File: src/rtl/spi_p_arbiter.sv
// Round-robin arbiter and transaction sequencer sharing one SPI master
// among NUM_REQ requesters: grant, single-cycle start, wait for done or
// timeout, then a one-hot ack/err pulse carrying the received word.
module spi_p_arbiter #(
   parameter int unsigned NUM_REQ        = 4,
   parameter int unsigned DATA_BITS      = 8,
   parameter int unsigned TIMEOUT_CYCLES = 1024
) (
   input  logic                           clk,
   input  logic                           reset,
   input  logic [NUM_REQ-1:0]             req,
   input  logic [NUM_REQ*DATA_BITS-1:0]   wdata,
   output logic [NUM_REQ-1:0]             ack,
   output logic [NUM_REQ-1:0]             err,
   output logic [DATA_BITS-1:0]           rdata,
   output logic [$clog2(NUM_REQ)-1:0]     grant_id,
   output logic                           active,
   output logic                           m_start,
   output logic [DATA_BITS-1:0]           m_data_out,
   input  logic                           m_busy,
   input  logic                           m_done,
   input  logic [DATA_BITS-1:0]           m_data_in
);

   localparam int unsigned ID_W  = $clog2(NUM_REQ);
   // A zero timeout still needs a legal one-bit counter.
   localparam int unsigned CNT_W = (TIMEOUT_CYCLES == 0) ? 1 : $clog2(TIMEOUT_CYCLES + 1);
   localparam logic [CNT_W-1:0] CNT_MAX  = '1;
   localparam logic [CNT_W-1:0] CNT_LAST = CNT_W'(TIMEOUT_CYCLES - 1);

   typedef enum logic [1:0] {IDLE, START, WAIT, RESP} state_t;

   state_t                 state, state_n;
   logic [ID_W-1:0]        last, last_n;
   logic [ID_W-1:0]        grant_n;
   logic [DATA_BITS-1:0]   dout_n;
   logic [DATA_BITS-1:0]   rdata_n;
   logic [NUM_REQ-1:0]     ack_n, err_n;
   logic                   start_n, active_n;
   logic [CNT_W-1:0]       cnt, cnt_n;
   logic                   found;
   logic [ID_W-1:0]        win;
   int unsigned            pos;
   logic [DATA_BITS-1:0]   words [NUM_REQ];

   // Split the flat write bus into one word per requester.
   for (genvar g = 0; g < NUM_REQ; g++) begin : g_words
      assign words[g] = wdata[g*DATA_BITS +: DATA_BITS];
   end

   // State register and registered outputs.
   always_ff @(posedge clk) begin
      if (reset) begin
         state      <= IDLE;
         last       <= ID_W'(NUM_REQ - 1);
         grant_id   <= '0;
         m_data_out <= '0;
         m_start    <= 1'b0;
         active     <= 1'b0;
         ack        <= '0;
         err        <= '0;
         rdata      <= '0;
         cnt        <= '0;
      end else begin
         state      <= state_n;
         last       <= last_n;
         grant_id   <= grant_n;
         m_data_out <= dout_n;
         m_start    <= start_n;
         active     <= active_n;
         ack        <= ack_n;
         err        <= err_n;
         rdata      <= rdata_n;
         cnt        <= cnt_n;
      end
   end

   // Round-robin winner search, next state and next output values.
   always_comb begin
      state_n  = state;
      last_n   = last;
      grant_n  = grant_id;
      dout_n   = m_data_out;
      start_n  = 1'b0;
      active_n = active;
      ack_n    = '0;
      err_n    = '0;
      rdata_n  = rdata;
      cnt_n    = cnt;
      found    = 1'b0;
      win      = last;
      pos      = 0;

      // Search starts just after the most recent owner and wraps.
      for (int unsigned k = 1; k <= NUM_REQ; k++) begin
         pos = (32'(last) + k) % NUM_REQ;
         if (!found && req[ID_W'(pos)]) begin
            found = 1'b1;
            win   = ID_W'(pos);
         end
      end

      case (state)
         IDLE: begin
            if (found && !m_busy) begin
               state_n  = START;
               grant_n  = win;
               dout_n   = words[win];
               start_n  = 1'b1;
               active_n = 1'b1;
            end
         end
         START: begin
            state_n = WAIT;
            cnt_n   = '0;
         end
         WAIT: begin
            // A done arriving with the timeout still counts as success.
            if (m_done) begin
               rdata_n        = m_data_in;
               ack_n[grant_id] = 1'b1;
               state_n        = RESP;
            end else if ((TIMEOUT_CYCLES != 0) && (cnt == CNT_LAST)) begin
               rdata_n        = '0;
               err_n[grant_id] = 1'b1;
               state_n        = RESP;
            end else if (cnt != CNT_MAX) begin
               cnt_n = cnt + CNT_W'(1);
            end
         end
         RESP: begin
            last_n   = grant_id;
            active_n = 1'b0;
            state_n  = IDLE;
         end
         default: state_n = IDLE;
      endcase
   end

endmodule

File: config.mk
export PLATFORM = sky130hd
export DESIGN_NAME = spi_p_arbiter
export DESIGN_NICKNAME = d
export VERILOG_FILES = /design/src/rtl/spi_p_arbiter.sv
export SDC_FILE = /design/constraint.sdc
export NUM_CORES = 1
export LEC_CHECK = 0
export BUFFER_PORTS_ARGS = -buffer_cell sky130_fd_sc_hd__buf_2
export CAP_MARGIN = 10
export CORE_MARGIN = 2
export CORE_UTILIZATION = 49
export CTS_CLUSTER_DIAMETER = 200
export DETAILED_ROUTE_END_ITERATION = 16
export PLACE_DENSITY_LB_ADDON = 0.05
export SETUP_SLACK_MARGIN = 0.1
export SYNTH_ARGS = -nofsm -noshare
export SYNTH_HDL_FRONTEND = slang
export SYNTH_SLANG_ARGS = --single-unit
File: constraint.sdc
create_clock -name clk -period 2.3 [get_ports clk]
set_input_delay 0.46 -clock clk [delete_from_list [all_inputs] [get_ports clk]]
set_output_delay 0.46 -clock clk [all_outputs]
set_load 0.005 [all_outputs]
After elaboration in Yosys (flattened, before gate mapping)
Index checks and enable logic that the tools add are counted. W data, S select, Z words.

Input port bits: 48. Register bits: 43. Word-level logic and storage cells: 92. Output and inout bits: 28.

Add/sub/neg operators: 5. Magnitude comparators: 7. Reduce and logical (&&, ||, !) cells: 21. Multiplexer cells: 34. Bitwise operators: 5. Equal/unequal tests: 10.

Operator list (number): $mux W11 (3); $mux W8 (4); $pmux W11 S2 (1); $bmux W8 S2 (1); $lt A2 B3 Y1 const B (5); $mux W2 (7); $add A11 B1 Y11 const B (1); $eq A11 B10 Y1 const B (1); $mux W1 (11); $ne A11 B11 Y1 const B (1); $bmux W1 S2 (4); $ne A2 B2 Y1 const B (4); $pmux W2 S4 (1); $reduce_and A2 Y1 (4); $reduce_bool A2 Y1 (3); $logic_and A1 B1 Y1 (5); $add A2 B1 Y2 const B (2); $add A2 B2 Y2 const B (2); $eq A2 B2 Y1 const B (2); $logic_not A1 Y1 (4); $not A1 Y1 (4); $reduce_and A4 Y1 (1); $reduce_or A4 Y1 (1); $ge A3 B3 Y1 const B (1); 9 further kinds (9).

Logic depth before layout (Yosys ltp)
Gate-level depths: netlist of run 1.

Word-level depth: 17. Mapped depth: 7. Mapped depth without buffers: 7.

Worst setup path after synthesis of run 1
No wires, ideal clock.

Path kind: input to register. Start: in req[3]. End: reg m_data_out[7]. Setup slack: 640 ps. Required time: 2155 ps. Cell stages on the path: 6. Data arrival time: 1515 ps. Buffers on the path: 1. Cells stage by stage: nor2b_1 > o21a_4 > nor3_4 > buf_6 > mux2i_1 > o221ai_1.

Cells in the longest elaborated chain, start to end: 16. Elaborated cells on any way between the ends: 28.

Ends and longest elaborated chain: start: declaration (line 11) `input logic [NUM_REQ-1:0] req,`; $bmux W1 S2 (line 97) `if (!found && req[ID_W'(pos)]) begin`; $mux W1 (not written as such) (line 97); $mux W1 (line 97); $logic_not A1 Y1 (line 97); $logic_and A1 B1 Y1 (line 97); $mux W1 (line 97); $logic_not A1 Y1 (line 97); $logic_and A1 B1 Y1 (line 97); $mux W1 (line 97); $logic_not A1 Y1 (line 97); $logic_and A1 B1 Y1 (line 97); $mux W2 (line 97); $not A2 Y3 (not written as such) (line 108) `dout_n = words[win];`; $bmux W8 S2 (line 108); $mux W8 (not written as such) (2 in a row) (line 108); end signal: assignment (line 68) `m_data_out <= dout_n;`; end: declaration (line 19) `output logic [DATA_BITS-1:0] m_data_out,`.

Several ways; a longest one is shown, not always the timed one. The select of a mux whose other input is x is not followed. A chain may end at the register's enable or synchronous reset.

Final worst setup path of run 1
Start: reg state[0]. End: reg cnt[9].

Cells in the longest elaborated chain, start to end: 3. Elaborated cells on any way between the ends: 8.

Ends and longest elaborated chain: start: declaration (line 33) `state_t state, state_n;`; start signal: assignment (line 65) `state <= state_n;`; $eq A2 B2 Y1 or $eq A2 B1 Y1 (tied branches) (line 103) `case (state)`; $ne A2 B2 Y1 (no source line) or $reduce_bool A2 Y1 (tied branches); $reduce_and A4 Y1 (no source line); end signal: assignment (line 74) `cnt <= cnt_n;`; end: declaration (line 40) `logic [CNT_W-1:0] cnt, cnt_n;`.

Several ways; a longest one is shown, not always the timed one.

==> impl_metrics.py, run 1 <==
metrics = {
    "placement": {
        "hpwl_mm": 3.57,
        "placed_area_um2": 2480,
        "io_buffers": 75,
        "place_congestion": 0.815,
    },
    "flow_run": {
        "cap_viol_max_count": 0,
    },
    "yosys": {
        "synth_warnings": 0,
        "syn-instance-count": 213,
        "synth-seq-cells": 43,
        "syn-num-nets": 267,
        "yosys_most_used_dff": "dfxtp_1",
        "synth-edff-count": 0,
        "ys_types": 46,
        "synthArstFlopShare_pct": 0,
        "netlist_area_um2": 2060,
        "seq_area_frac_synth_pct": 41.9,
        "avgSynthCellArea_um2": 9.65,
    },
    "grt": {
        "antenna_found_initial": 0,
        "grt_usage_pct": 20.4,
        "grt_pass1_vias": 1604,
        "overflow": 0,
        "grt_pass1_wl_mm": 7.18,
        "grt_max_degree": 16,
    },
    "setup_path": {
        "cp_data_arrival_time_ns": 2.03,
        "end_kind": "register",
        "crit_fanout": 11,
        "start_kind": "register",
        "critical_path_required_ns": 2.49,
        "criticalPathCategory": "register to register",
    },
    "timing": {
        "timing.final.crit_share_pct": 80.4,
        "rsz0062_at_grt": "false",
        "maxSlewHeadroom_pct": 65.6,
        "slew_violations": 0,
        "period_needed_ns": 1.85,
        "setup_violations": 0,
        "tns_ns": 0,
        "clock_skew_ns": 0.00953,
        "fin_hold_ws_ns": 0.374,
        "max_freq_mhz": 541,
        "finalHoldViolations": 0,
        "worst_pin_slew_ns": 0.514,
    },
    "pwr": {
        "intPower_mw": 1.35,
        "p_sw_mw": 0.700,
        "ir_drop_mv": 0.463,
        "p_seq_share_pct": 44.2,
        "swShare_pct": 34.1,
        "pwr-share-clk_pct": 24.3,
        "leakage_nw": 1.13,
        "p_per_area_nw_per_um2": 797,
        "comb_power_share_pct": 31.4,
    },
    "floorplan": {
        "ioPinCount": 76,
        "die_area_um2": 4730,
        "start_util_pct": 51.0,
        "dieHeight_um": 68.8,
        "die_w_um": 68.8,
        "coreArea_um2": 4030,
        "rows": 23,
    },
    "layout": {
        "design_area_um2": 2570,
        "num-fill-cells": 369,
        "mostFrequentLayoutCell": "buf_2",
        "mostFrequentLayoutCells": "buf_2, dfxtp_1, nor2_1",
        "fin_nets": 347,
        "areaGrowthSynthToFinish_pct": 25.1,
        "antenna_cells": 0,
        "post_route_cells_drive_above_1_share_pct": 33.7,
    },
    "cts": {
        "cts_buffers": 5,
        "cts.htree.levels": 2,
        "cts_setup_buffers": 0,
        "clk-insertion-delay-late_ns": 0.30,
        "clock-sinks": 43,
        "tritoncts": "built",
        "root_buffer": "clkbuf_8",
        "clk_pin_slew_ns": 0.09,
        "cts_max_path_buffers": 2,
        "post_cts_resized": 0,
        "holdBufCountCts": 0,
    },
    "route": {
        "vias_per_cell": 5.42,
        "dr.pass1.iters": 4,
        "ant_nets": 0,
        "via_count": 1866,
        "drt-total-wl_mm": 4.64,
        "wire_per_inst_um": 13.5,
        "drc_errors": 0,
        "drt-initial-drc-count": 109,
    },
    "min_path": {
        "min_path_type": "input port to register",
    },
    "outcome": {
        "status": "complete, no violations",
    },
}
## power groups by stage
stage / clock [mW] / combinational (mW) / sequential, mW
4_1_cts: 0.514 / 0.651 / 0.908
3_3_place_gp: 0 / 0.641 / 0.924
2_1_floorplan: 0 / 0.442 / 0.922
3_5_place_dp: 0 / 0.649 / 0.925
6_report: 0.499 / 0.644 / 0.907
5_1_grt: 0.550 / 0.728 / 0.923
## per-stage QoR
| step | cells | total power, mW | util [%] | setup WS (ns) |
|---|---|---|---|---|
| 2_1_floorplan | 213 | 1.36 | - | 0.640 |
| 3_3_place_gp | 336 | 1.56 | 61.6 | 0.436 |
| 3_5_place_dp | 336 | 1.57 | 61.6 | 0.394 |
| 4_1_cts | 344 | 2.07 | 63.9 | 0.439 |
| 5_1_grt | 344 | 2.20 | 63.9 | 0.265 |
| 6_report | 344 | 2.05 | 63.9 | 0.450 |
## Yosys cell counts (2+ instances only)
library cell,instances,area share [%]
nor2b_1,2,0.61
o21ai_1,2,0.49
nand3_1,7,1.7
inv_1,4,0.73
dfxtp_1,43,42
and3_1,3,0.91
and2_1,2,0.61
o21ai_0,5,1.2
a21oi_1,4,0.97
nand4_1,6,1.8
a211oi_1,3,1.1
o221ai_1,2,0.85
nand2b_1,5,1.5
nor2_1,25,4.6
xnor2_1,7,3.0
buf_6,2,1.1
a21o_1,7,2.6
nor4_2,2,1.2
mux2i_1,14,6.8
a22o_1,8,3.4
o31ai_1,6,2.2
nand2_1,18,3.3
o211ai_1,6,2.2
ha_1,6,3.7
nor3_1,3,0.73
## flip-flops by register name (all words and copies together), names as in the netlist
signal      cells
cnt            11
m_data_out      8
rdata           8
ack             4
err             4
grant_id        2
last            2
state           2
active          1
m_start         1
## final cells by class
cell class,count,area [µm²],share of cell area (%)
Sequential cell,43,861,33.5
Timing Repair Buffer,78,398,15.5
Inverter,4,15.0,0.584
Multi-Input combinational cell,161,1140,44.5
Clock inverter,3,23.8,0.924
Tap cell,50,62.6,2.43
Clock buffer,5,68.8,2.68
## worst paths after layout
check | startpoint | to | slack, ns | cells past startpoint
max reg2reg | state[0] | cnt[9] | 0.45 | 6
min reg2reg | m_data_out[6] | m_data_out[6] | 0.46 | 2
min | m_data_in[6] | rdata[6] | 0.37 | 2
max | state[0] | cnt[9] | 0.45 | 6
## cell families (layout without fill, tap and decap cells)
group,after synthesis,in the layout,share of synthesized area [%]
XOR/XNOR,7,7,2.98
flip-flops,43,43,41.9
multiplexers,15,15,7.36
AO/OA/AOI/OAI,53,53,20.7
adder cells (fa/ha/maj),6,6,3.65
buffers and inverters,9,90,2.49
AND/OR/NAND/NOR,80,80,20.9
## critical path, stage by stage, from the launching register on
cell       delay (ns)
dfxtp_1          0.37
inv_1            0.10
ha_1             0.30
nand2b_1         0.35
a2111oi_2        0.39
xnor2_1          0.16
nor2_1           0.06
## per-layer routing
metal / track usage [%] / wire, µm / up-vias / part of all wire (%)
met5: 0 / 0 / - / 0
met4: 7.84 / 60 / 0 / 1.3
met3: 5.19 / 242 / 8 / 5.2
met2: 32.8 / 2270 / 47 / 49
met1: 26.1 / 2060 / 869 / 44
li1: - / - / 942 / -
No activity file was read; power rests on OpenSTA's default activity.
==> inputs of run 2 (changes only) <==
- clock period: 2.3 -> 1.9 ns (I/O delays scaled with it)
==> run 2 against run 1 <==
Sequential power increased by 21%; worst setup slack got worse by 0.23 ns; cell count up 1.2%; sequential cell count did not move; cell area increased by 2.7%; sequential share of layout area decreased by 0.87 points; clock skew is 0.00092 ns lower; non-clock buffer count rose by 4; fmax up 10%; clock-buffer cell count is the same; clock power rose by 20%; critical path type unchanged; critical endpoint unchanged; largest cell class unchanged.
==> impl_metrics.py, run 2 (same netlist as run 1, synthesis figures left out) <==
metrics = {
    "cts": {
        "holdBufCountCts": 0,
        "cts_setup_buffers": 0,
        "cts_max_path_buffers": 2,
        "clk_pin_slew_ns": 0.09,
        "clk-insertion-delay-late_ns": 0.30,
        "cts_buffers": 5,
        "clock-sinks": 43,
        "root_buffer": "clkbuf_8",
        "cts.htree.levels": 2,
        "tritoncts": "built",
    },
    "route": {
        "dr.pass1.iters": 4,
        "wire_per_inst_um": 13.3,
        "via_count": 1838,
        "met2_length_mm": 2.23,
        "maxUsedRoutingLayer": "met4",
        "drt-total-wl_mm": 4.62,
        "vias_per_cell": 5.28,
        "met3WireLength_um": 196,
        "drc_errors": 0,
        "drt-initial-drc-count": 62,
        "wl_met1_mm": 2.16,
        "ant_nets": 0,
    },
    "flow_run": {
        "cap_viol_max_count": 0,
    },
    "setup_path": {
        "cp_data_arrival_time_ns": 1.86,
        "end_kind": "register",
        "crit_fanout": 4,
        "start_kind": "register",
        "critical_path_required_ns": 2.08,
        "criticalPathCategory": "register to register",
    },
    "layout": {
        "largest_reg_flops": 11,
        "regArea_um2": 861,
        "final_util_pct": 65.6,
        "multi_input_area_um2": 1170,
        "mostFrequentLayoutCell": "buf_2",
        "top_regs": "cnt x11, m_data_out x8, rdata x8",
        "fin_nets": 351,
        "areaGrowthSynthToFinish_pct": 28.5,
        "mostFrequentLayoutCells": "buf_2, dfxtp_1, nor2_1",
        "post_route_cells_drive_above_1_share_pct": 36.2,
        "largest_register": "cnt",
        "num-fill-cells": 358,
        "antenna_cells": 0,
    },
    "grt": {
        "overflow": 0,
        "grt_pass1_wl_mm": 7.21,
        "grt_max_degree": 16,
        "grt_usage_pct": 20.4,
        "antenna_found_initial": 0,
        "grt_pass1_vias": 1643,
    },
    "pwr": {
        "p_per_area_nw_per_um2": 965,
        "ir_drop_mv": 0.590,
        "leakage_nw": 1.16,
    },
    "timing": {
        "slew_violations": 0,
        "rsz0062_at_grt": "true",
        "tns_ns": 0,
        "finalHoldViolations": 0,
        "clock_skew_ns": 0.00861,
        "setup_violations": 0,
        "max_freq_mhz": 596,
        "timing.final.crit_share_pct": 88.3,
        "fin_hold_ws_ns": 0.301,
        "period_needed_ns": 1.68,
        "worst_pin_slew_ns": 0.471,
        "maxSlewHeadroom_pct": 68.4,
    },
    "floorplan": {
        "rows": 23,
        "coreArea_um2": 4030,
        "die_w_um": 68.8,
        "ioPinCount": 76,
        "dieHeight_um": 68.8,
        "start_util_pct": 51.0,
        "die_area_um2": 4730,
    },
    "min_path": {
        "min_path_type": "input port to register",
    },
    "placement": {
        "hpwl_mm": 3.52,
        "place_congestion": 0.815,
        "io_buffers": 75,
    },
    "outcome": {
        "status": "complete, no violations",
    },
}
-- run 2: area by class of cell --
class / instances / area share (%)
clock buffer: 5 / 2.61
timing repair buffer: 82 / 16.7
clock inverter: 3 / 0.900
multi-input combinational: 161 / 44.3
tap: 50 / 2.37
inverter: 4 / 0.568
sequential: 43 / 32.6
-- run 2: worst paths after layout --
path         cells after the start         start  endpoint  slack [ns]
max reg2reg                      7      state[0]    cnt[9]        0.22
max                              7      state[0]    cnt[9]        0.22
min                              2  m_data_in[3]  rdata[3]        0.30
min reg2reg                      1      rdata[0]  rdata[0]        0.47
-- run 2: per-layer routing --
| layer | up-vias | GRT usage, % |
|---|---|---|
| met3 | 4 | 5.03 |
| met5 | - | 0 |
| li1 | 949 | - |
| met4 | 0 | 6.86 |
| met2 | 40 | 33.3 |
| met1 | 845 | 26.3 |
-- run 2: where the power goes --
group          total, mW  switching, mW  leakage, nW  internal [mW]
sequential          1.10         0.0902        0.349           1.01
clock              0.599          0.336       0.0408          0.263
combinational      0.847          0.438        0.769          0.408
-- run 2: worst max-delay path: stages (launching register included) --
cell and delay (ns):
dfxtp_1 0.34, inv_1 0.12, ha_2 0.21, and2b_2 0.20
o21ai_2 0.08, a2111oi_2 0.40, xnor2_1 0.16, nor2_1 0.05
-- run 2: what timing repair did --
action,CTS,global route
endpoints found under the setup margin,0,24
hold endpoints to repair,0,0
resized for setup,0,7
-- run 2: through the flow --
| step | power, mW | setup slack, ns | cell area (µm²) | instances |
|---|---|---|---|---|
| detailed placement | 1.94 | 0.123 | 2520 | 340 |
| floorplan | 1.65 | 0.270 | 2060 | 213 |
| global placement | 1.93 | 0.142 | 2520 | 340 |
| global route | 2.74 | 0.0601 | 2640 | 348 |
| finish | 2.55 | 0.222 | 2640 | 348 |
| CTS | 2.55 | 0.113 | 2620 | 348 |
==> inputs of run 3 (changes only) <==
- CTS_BUF_LIST: default -> sky130_fd_sc_hd__clkbuf_16
- clock period: 1.9 -> 1.85 ns (I/O delays scaled with it)
==> run 3 against run 2 <==
Core utilization rose by 2.9 points; cell area rose by 4.4%; first-iteration DRC count rose by 120%; wire length rose by 6.9%; largest cell class unchanged.
==> impl_metrics.py, run 3 (same netlist as run 1, synthesis figures left out) <==
metrics = {
    "grt": {
        "grt_pass1_wl_mm": 7.25,
        "antenna_found_initial": 0,
        "busiest_layer": "met2",
        "grt_max_degree": 15,
        "grt_usage_pct": 20.9,
        "met1_usage_pct": 27.0,
        "use_met2_pct": 33.7,
        "met3_usage_pct": 5.52,
        "overflow": 0,
        "grt_pass1_vias": 1573,
    },
    "timing": {
        "timing.final.crit_share_pct": 90.5,
        "period_needed_ns": 1.67,
        "max_freq_mhz": 597,
        "setup_violations": 0,
        "clock_skew_ns": 0.00497,
        "tns_ns": 0,
        "worst_pin_slew_ns": 0.450,
        "maxSlewHeadroom_pct": 69.8,
        "finalHoldViolations": 0,
        "rsz0062_at_grt": "true",
        "slew_violations": 0,
    },
    "cts": {
        "clock-sinks": 43,
        "cts_buffers": 5,
        "clk-insertion-delay-late_ns": 0.28,
        "clk_pin_slew_ns": 0.06,
        "root_buffer": "clkbuf_16",
        "holdBufCountCts": 0,
        "tritoncts": "built",
        "cts.htree.levels": 2,
        "cts_max_path_buffers": 2,
    },
    "floorplan": {
        "start_util_pct": 51.0,
        "rows": 23,
        "die_w_um": 68.8,
        "coreArea_um2": 4030,
        "dieHeight_um": 68.8,
        "die_area_um2": 4730,
        "ioPinCount": 76,
    },
    "layout": {
        "largest_reg_flops": 11,
        "fin_nets": 354,
        "top_regs": "cnt x11, m_data_out x8, rdata x8",
        "mostFrequentLayoutCells": "buf_2, dfxtp_1, nor2_1",
        "design_area_um2": 2760,
        "antenna_cells": 0,
        "num-fill-cells": 355,
        "final_util_pct": 68.4,
        "areaGrowthSynthToFinish_pct": 34.1,
        "mostFrequentLayoutCell": "buf_2",
        "largest_register": "cnt",
        "post_route_cells_drive_above_1_share_pct": 36.2,
    },
    "setup_path": {
        "crit_fanout": 8,
        "path_cells": "inv_1 -> ha_1 -> nor3b_4 -> o2111ai_1 -> buf_4 -> a21o_1 -> o211ai_1",
        "cpMaxStageDelayCell": "dfxtp_1",
        "r2r-start": "state[1]",
        "r2r_end": "m_data_out[0]",
        "start_kind": "register",
        "r2r_cells": 7,
        "crit_end": "m_data_out[0]",
        "max_stage_delay_ns": 0.35,
        "cp_top_family": "compound AO/OA/AOI/OAI gates",
        "critical_path_required_ns": 2.06,
        "cp_data_arrival_time_ns": 1.88,
        "criticalPathCategory": "register to register",
        "end_kind": "register",
        "critPathLaunch": "state[1]",
        "path_depth": 7,
        "timing.reg2reg.setup_slack_ns": 0.18,
        "cp_num_buf_inv": 2,
    },
    "route": {
        "via_count": 1862,
        "ant_nets": 0,
        "drc_errors": 0,
        "dr.pass1.iters": 4,
        "vias_per_cell": 5.30,
        "drt-initial-drc-count": 139,
        "drt-total-wl_mm": 4.94,
        "wire_per_inst_um": 14.1,
    },
    "pwr": {
        "p_per_area_nw_per_um2": 1110,
        "ir_drop_mv": 0.667,
        "leakage_nw": 1.22,
    },
    "placement": {
        "placed_area_um2": 2530,
        "io_buffers": 75,
        "hpwl_mm": 3.61,
        "place_congestion": 0.773,
    },
    "flow_run": {
        "cap_viol_max_count": 0,
    },
    "outcome": {
        "status": "complete, no violations",
    },
    "min_path": {
        "min_path_type": "input port to register",
    },
}
-- run 3: changes by cell type in the layout (fill, tap and decap cells not counted), sizes merged --
cell and delta:
buf +3, bufinv +1, clkinv +1, clkinvlp -2
-- run 3: cell type report --
class	instances	area, µm²	area share [%]
Clock buffer	5	125	4.54
Inverter	4	15.0	0.544
Sequential cell	43	861	31.2
Tap cell	50	62.6	2.27
Timing Repair Buffer	85	463	16.8
Clock inverter	3	42.5	1.54
Multi-Input combinational cell	161	1190	43.1
-- run 3: through the flow --
stage	worst slack [ns]	power, mW	std cells	hold slack, ns
6_report	0.175	3.05	351	0.301
4_1_cts	0.106	3.03	349	0.297
2_1_floorplan	0.220	1.70	213	0.457
5_1_grt	0.0693	3.21	351	0.301
3_3_place_gp	0.103	1.99	341	0.439
3_5_place_dp	0.0742	2.00	341	0.448
-- run 3: what timing repair did --
action / CTS / global route
resized for setup: 1 / 7
pin swaps: 0 / 2
endpoints found under the setup margin: 1 / 22
setup buffers: 0 / 2
-- run 3: worst reg2reg max path, stage by stage (launching register included) --
cell and delay, ns:
dfxtp_1 0.35, inv_1 0.12, ha_1 0.20, nor3b_4 0.31, o2111ai_1 0.17, buf_4 0.19
a21o_1 0.17, o211ai_1 0.09
-- run 3: power by group --
part / switching (mW) / internal (mW)
Combinational: 0.480 / 0.432
Sequential: 0.0908 / 1.04
Clock: 0.371 / 0.637
Total: 0.941 / 2.11
-- run 3: worst min-delay path by stage --
stage	from	endpoint	slack [ns]	cells after the start
detailed placement	m_data_out[6]	m_data_out[6]	0.45	2
floorplan	m_data_out[6]	m_data_out[6]	0.46	2
global route	m_data_in[2]	rdata[2]	0.30	2
CTS	m_data_in[3]	rdata[3]	0.30	2
finish	m_data_in[3]	rdata[3]	0.30	2
global placement	m_data_out[6]	m_data_out[6]	0.44	2
-- run 3: routing by layer --
layer / vias up / share of wire (%)
met5: - / 0
met1: 848 / 45
li1: 956 / -
met3: 8 / 5.3
met2: 50 / 48
met4: 0 / 1.6
